**config.mk**
```make
export PLATFORM = sky130hd
export DESIGN_NAME = std_seq_mem_d1
export DESIGN_NICKNAME = d
export VERILOG_FILES = /design/src/rtl/std_mem_pkg.sv /design/src/rtl/std_valid_delay.sv /design/src/rtl/std_seq_mem_d1.sv
export SDC_FILE = /design/constraint.sdc
export NUM_CORES = 1
export LEC_CHECK = 0
export BUFFER_PORTS_ARGS = -buffer_cell sky130_fd_sc_hd__buf_4
export CORE_MARGIN = 2
export CORE_UTILIZATION = 45
export CTS_CLUSTER_SIZE = 14
export DETAILED_ROUTE_END_ITERATION = 16
export PLACE_DENSITY = 0.7
export SKIP_LAST_GASP = 1
export SLEW_MARGIN = 30
export SYNTH_ARGS = -nofsm -noshare
export SYNTH_HDL_FRONTEND = slang
export SYNTH_HIERARCHICAL = 1
export SYNTH_SLANG_ARGS = --single-unit
```
**constraint.sdc**
```tcl
create_clock -name clk -period 5.4 [get_ports clk]
set_input_delay 1.08 -clock clk [delete_from_list [all_inputs] [get_ports clk]]
set_output_delay 1.08 -clock clk [all_outputs]
set_load 0.03 [all_outputs]
```
**src/rtl/std_mem_pkg.sv**
```systemverilog
// Shared limits and elaboration-time parameter checks for the sequential memory primitives.
package std_mem_pkg;

    localparam int MIN_READ_LATENCY = 1;
    localparam int MAX_READ_LATENCY = 4;

    function automatic bit latency_ok(input int lat);
        return (lat >= MIN_READ_LATENCY) && (lat <= MAX_READ_LATENCY);
    endfunction

    function automatic bit geometry_ok(input int size, input int idx_size);
        return (size >= 1) && (idx_size >= 1) && (idx_size >= $clog2(size));
    endfunction

endpackage

```
**src/rtl/std_valid_delay.sv**
```systemverilog
// Valid+data shift register with synchronous clear; collapses to a wire when DEPTH is 0.
module std_valid_delay #(
    parameter int WIDTH = 32,
    parameter int DEPTH = 1
) (
    input  logic             clk,
    input  logic             clr,
    input  logic             in_valid,
    input  logic [WIDTH-1:0] in_data,
    output logic             out_valid,
    output logic [WIDTH-1:0] out_data
);

    generate
        if (DEPTH == 0) begin : g_wire
            assign out_valid = in_valid;
            assign out_data  = in_data;
        end else begin : g_pipe
            logic [DEPTH-1:0]            valid_q;
            logic [DEPTH-1:0]            valid_d;
            logic [DEPTH-1:0][WIDTH-1:0] data_q;
            logic [DEPTH-1:0][WIDTH-1:0] data_d;

            for (genvar gi = 0; gi < DEPTH; gi++) begin : g_stage
                if (gi == 0) begin : g_head
                    assign valid_d[gi] = in_valid;
                    assign data_d[gi]  = in_data;
                end else begin : g_body
                    assign valid_d[gi] = valid_q[gi-1];
                    assign data_d[gi]  = data_q[gi-1];
                end
            end

            // Only the valid bits need clearing; stale data is never qualified.
            always_ff @(posedge clk) begin
                if (clr) begin
                    valid_q <= '0;
                end else begin
                    valid_q <= valid_d;
                end
                data_q <= data_d;
            end

            assign out_valid = valid_q[DEPTH-1];
            assign out_data  = data_q[DEPTH-1];
        end
    endgenerate

endmodule

```
**src/rtl/std_seq_mem_d1.sv**
```systemverilog
// One-dimensional memory with pipelined registered reads, write/read done pulses
// and a sticky error flag for out-of-range or simultaneous read+write requests.
module std_seq_mem_d1
    import std_mem_pkg::*;
#(
    parameter int WIDTH        = 32,
    parameter int SIZE         = 16,
    parameter int IDX_SIZE     = 4,
    parameter int READ_LATENCY = 1
) (
    input  logic                clk,
    input  logic                reset,
    input  logic [IDX_SIZE-1:0] addr0,
    input  logic [WIDTH-1:0]    write_data,
    input  logic                write_en,
    input  logic                read_en,
    output logic [WIDTH-1:0]    read_data,
    output logic                done,
    output logic                error
);

    generate
        if (!latency_ok(READ_LATENCY) || !geometry_ok(SIZE, IDX_SIZE)) begin : g_bad_params
            $fatal(1, "std_seq_mem_d1: illegal READ_LATENCY/SIZE/IDX_SIZE combination");
        end
    endgenerate

    localparam int ROW_W = (SIZE > 1) ? $clog2(SIZE) : 1;

    logic [WIDTH-1:0] mem [SIZE];
    logic [ROW_W-1:0] row;
    logic             in_bounds;
    logic             wr_ok;

    logic             s0_valid;
    logic [WIDTH-1:0] s0_data;
    logic             dly_valid;
    logic [WIDTH-1:0] dly_data;

    logic [WIDTH-1:0] read_data_q, read_data_d;
    logic             done_q, done_d;
    logic             error_q, error_d;

    assign row       = addr0[ROW_W-1:0];
    assign in_bounds = (32'(addr0) < SIZE);
    assign wr_ok     = write_en && in_bounds && !reset;

    always_ff @(posedge clk) begin
        if (wr_ok) begin
            mem[row] <= write_data;
        end
    end

    // A read that collides with a write is dropped; out-of-range reads still
    // travel the pipeline so they complete on schedule with zero data.
    always_comb begin
        s0_valid = read_en && !write_en;
        s0_data  = in_bounds ? mem[row] : '0;
    end

    std_valid_delay #(
        .WIDTH (WIDTH),
        .DEPTH (READ_LATENCY - 1)
    ) u_read_pipe (
        .clk       (clk),
        .clr       (reset),
        .in_valid  (s0_valid),
        .in_data   (s0_data),
        .out_valid (dly_valid),
        .out_data  (dly_data)
    );

    always_comb begin
        read_data_d = dly_valid ? dly_data : read_data_q;
        done_d      = write_en || dly_valid;
        error_d     = error_q
                    || (write_en && read_en)
                    || ((write_en || read_en) && !in_bounds);
    end

    always_ff @(posedge clk) begin
        if (reset) begin
            read_data_q <= '0;
            done_q      <= 1'b0;
            error_q     <= 1'b0;
        end else begin
            read_data_q <= read_data_d;
            done_q      <= done_d;
            error_q     <= error_d;
        end
    end

    assign read_data = read_data_q;
    assign done      = done_q;
    assign error     = error_q;

endmodule

```
# Word level (Yosys, flattened, before mapping)
# Memory sizes are Yosys's and may differ from the RTL's. A register that Yosys moved wholly into a read port is not among the register bits.
# Cells that the tools add are included.
[word_totals] regBits=2 ram_bits=512 input_bits=40 output_inout_bits=34 word_cells=12 n_memories=1
[memory_table] name="mem" words=16 word_bits=32 rd=1 rd_clocked_by_memory_dff=1 wr=1 line_no="std_seq_mem_d1.sv:30" source="logic [WIDTH-1:0] mem [SIZE];"
[op_classes] mux=2 reduce_logical=7
[ops] op="logical AND 1 bit" count=3
[ops] op="zero test 1 bit" count=2
[ops] op="logical OR 1 bit" count=2
[ops] op="two-way mux 1 bit" count=2

# Logic depth before layout (Yosys ltp)
[logic_depth] word_depth=4 ltp_mapped=9 depth_no_buf=5

# Modules after synthesis
# The synthesis kept the hierarchy.
[by_module_without_submodules] mod="std_seq_mem_d1" instances=1 cells_per_inst=921 area_each_um2=20447.1 seq_area_each_um2=16055.4
[by_module_without_submodules] mod="std_valid_delay" instances=1 cells_per_inst=33 area_each_um2=247.7 seq_area_each_um2=0.0

# Least setup slack after synthesis
# Ideal clock, no wire load.
[synth_path] path_type="input port to flip-flop" start="input port addr0[0]" end="memory mem[0][0], enable pin" setup_time_ns=0.461 arrival_time_ns=4.251 t_required_ns=4.939 path_slack_ns=0.688 stages=5 path_buffers=3 cell_sequence="buf_2 > buf_6 > buf_6 > or4b_4 > nor3_1"
[synth_lines] element="start, declared" line_no="std_seq_mem_d1.sv:13" source="input logic [IDX_SIZE-1:0] addr0,"
[synth_lines] element="end, declared" line_no="std_seq_mem_d1.sv:30"
# Straight into the memory's write port.

# Worst setup path in the final report
[layout_path] start="input port addr0[0]" end="memory mem[15][30], enable pin"
# Straight into the memory's write port.

==> flow_summary_export.csv <==
group,metric,value,unit
timing,whs,0.478,ns
timing,finalSetupViolCount,0,
power_and_ir_drop,power_frac_clock,0.406,
final_layout,syn_to_final_growth,13.8,%
die,initial_core_util,0.456,
grt,grt_pass1_wl,65.4,mm
die,die_w,218,um
yosys,synthArstFlopShare,0,
clock_network,htree_num_levels,2,
final_layout,fillers,3510,
grt,grt_antenna_before_repair,0,
setup_path,cpPeakStageDelay,0.71,ns
power_and_ir_drop,internal_power,6.87,mW
timing,drv_slew,0,
clock_network,cts_buffer_depth,3,
timing,worst_slack,2.31,ns
timing,post-route-min-period,3.09,ns
route,wl_per_cell,26.6,um
route,viasPerCell,5.74,
setup_path,path_cells,"clkbuf_8 > nand4b_1 > nor2_4 > buf_4",
die,io_pins,74,
timing,fin_setup_tns,0,ns
clock_network,cts_resized,0,
die,core,45400,um^2
clock_network,cts_made_buffers,52,
yosys,synth_area_leaders,"edfxtp_1 74%, mux4_2 14%, dfxtp_1 3.3%, a22oi_1 2.3%, mux2i_1 1.5%",
route,routed_wirelength,44.3,mm
job,drv_cap,0,
die,die_height,218,um
power_and_ir_drop,pwr-share-comb,0.051,
setup_path,reg2regPathDepth,5,
clock_network,clkLatencyLatePin,0.58,ns
final_layout,finalInstanceArea,23500,um^2
die,die-area,47700,um^2
timing,rsz0062_at_grt,"false",
yosys,synth_cell_types,19,
route,drc,0,
clock_network,clkSinkCount,546,
setup_path,criticalPathCategory,"input port to flop",
yosys,synth_common_cells,"512 x edfxtp_1, 128 x mux4_2, 64 x a22oi_1, 48 x nor2_1, 34 x dfxtp_1",
power_and_ir_drop,power_density,368,nW/um^2
yosys,yosysMostFrequentCell,"edfxtp_1",
timing,fin_crit_sh,0.573,
setup_path,critPathSlowestCell,"nor2_4",
setup_path,reg2reg_slack,3.86,ns
route,via_count,9549,
timing,fmax,0.323,GHz
grt,grt_usage,0.189,
worst_hold_path,whs_endpoint,"error$_SDFF_PP0_",
worst_hold_path,min_path_cells,2,
yosys,ys.flop_type,"edfxtp_1",
yosys,syn_inst,954,
grt,gr-total-overflow,0,
yosys,yosys.area.top_type,"edfxtp_1",
setup_path,reg2reg_from,"mem[9][24]$_DFFE_PP_",
yosys,syn_area,20700,um^2
yosys,ys_seq_area_frac,0.776,
place,pre_cts_ws,1.68,ns
yosys,syn_area_per_cell,21.7,um^2
timing,worst_slew_pin_slew,0.803,ns
setup_path,worst_r2r_endpoint,"read_data[24]$_SDFFE_PP0P_",
timing,fin_skew,0.0109,ns
power_and_ir_drop,pwr-share-seq,0.542,
final_layout,nets,1061,
power_and_ir_drop,irDropWorstVdd,0.000211,V
setup_path,cp-end-kind,"flop",
timing,hold_violations,0,
grt,grt_pass1_vias,9883,
power_and_ir_drop,total_leakage_power,7.57,nW
place,portBuffers,73,
run_status,outcome,"complete, no violations",
yosys,synth_top_area_frac,0.743,
setup_path,startpoint_type,"input port",
yosys,ys_warn_count,6,
setup_path,worst-path-max-fanout,59,
final_layout,n_antenna_cell,0,
final_layout,multi_input_comb_area,4240,um^2
yosys,syn-num-nets,994,
die,rows,78,
final_layout,layout-drive-gt1-share,0.314,
worst_hold_path,hold_start,"error$_SDFF_PP0_",
clock_network,post_cts.repair.setup_buffers,0,
place,place_hpwl,23.3,mm
route,drtIter0Drc,1148,
clock_network,postCtsHoldBufs,0,
final_layout,ff_latch_area,16100,um^2
grt,grt_max_degree,75,
clock_network,cts-root-buf,"clkbuf_16",
route,drt-pass1-iter-count,5,
route,drtAntennaViolNets,0,
setup_path,worstPathRequired,5.65,ns
clock_network,clkTransAtPathRegs,0.06,ns
power_and_ir_drop,swShare,0.208,
yosys,yosys_register_bits,546,
setup_path,crit_arrival,3.35,ns
clock_network,tritoncts,"done",
worst_hold_path,hold_class,"flop to flop",
place,place_area,21900,um^2
place,gp_congestion,0.723,
power_and_ir_drop,p_switching,1.80,mW
timing,relSlewSlack,0.464,
yosys,synth_edf_count,512,
[per-stage QoR]
stage	total power, mW	utilization	cells
final	8.68	0.519	1665
after global routing	8.94	0.519	1665
after CTS	8.75	0.519	1665
after detailed placement	5.25	0.482	1567
after global placement	5.23	0.481	1565
after floorplan	5.10	-	954
[sequential cells by signal (all words and copies together), names as in the netlist]
name and flops:
done 1, error 1, mem 512, read_data 32
[cells in the final DEF (no fill, tap or decap)]
master	n
buf_12	2
nor2_4	13
a21oi_1	1
bufinv_16	1
nor2_1	35
or4b_4	1
mux4_2	128
edfxtp_1	512
nor3_2	4
clkbuf_16	53
nand4b_1	1
clkinv_4	1
clkbuf_1	13
and2_4	1
buf_16	2
clkinv_2	11
nand2_1	33
buf_4	96
nand2b_1	2
inv_6	2
mux2i_1	32
clkinvlp_4	4
clkbuf_8	12
clkinv_1	2
dfxtp_1	34
a22oi_1	64
nor2b_4	3
nand4bb_1	2
[how the worst max path moves through the flow]
| stage | from | end | slack (ns) |
|---|---|---|---|
| final | addr0[0] | mem[15][30]$_DFFE_PP_ | 2.31 |
| after global routing | addr0[0] | mem[15][31]$_DFFE_PP_ | 2.16 |
| after CTS | addr0[0] | mem[15][29]$_DFFE_PP_ | 2.27 |
| after detailed placement | addr0[0] | mem[15][3]$_DFFE_PP_ | 1.68 |
| after global placement | addr0[0] | mem[11][7]$_DFFE_PP_ | 1.74 |
| after floorplan | addr0[0] | mem[0][0]$_DFFE_PP_ | 0.69 |
[per-layer routing]
metal	track usage	part of all wire	wire length, um	up-vias
met5	0	0	0	-
met4	0.0544	0.021	919	0
met3	0.0333	0.063	2800	65
met2	0.321	0.51	22700	339
met1	0.253	0.40	17900	5083
li1	-	-	-	4062
[power by group through the flow]
stage | Sequential [mW] | Combinational [mW] | Clock [mW]
after global routing | 4.71 | 0.479 | 3.75
after CTS | 4.71 | 0.450 | 3.59
final | 4.71 | 0.445 | 3.52
after floorplan | 4.82 | 0.280 | 0
after detailed placement | 4.80 | 0.449 | 0
after global placement | 4.79 | 0.436 | 0
[logic make-up (layout without fill, tap and decap cells)]
group	count (synthesis)	in the layout	share of synthesized area
AO/OA/AOI/OAI	65	65	0.0235
AND/OR/NAND/NOR	95	95	0.0196
buffers and inverters	88	199	0.0263
multiplexers	160	160	0.155
flip-flops	546	546	0.776
[critical path, delay by kind of cell]
| family | cells | cell delay [ns] |
|---|---|---|
| simple gates | 2 | 1.21 |
| buf+inv | 2 | 0.99 |
[final cells by class]
| cell class | instances | share of cell area |
|---|---|---|
| sequential | 546 | 0.682 |
| clock buffer | 77 | 0.0648 |
| clock inverter | 21 | 0.00632 |
| timing repair buffer | 101 | 0.0352 |
| tap | 600 | 0.0319 |
| multi-input combinational | 320 | 0.180 |
Power figures use the tool's default switching activity.
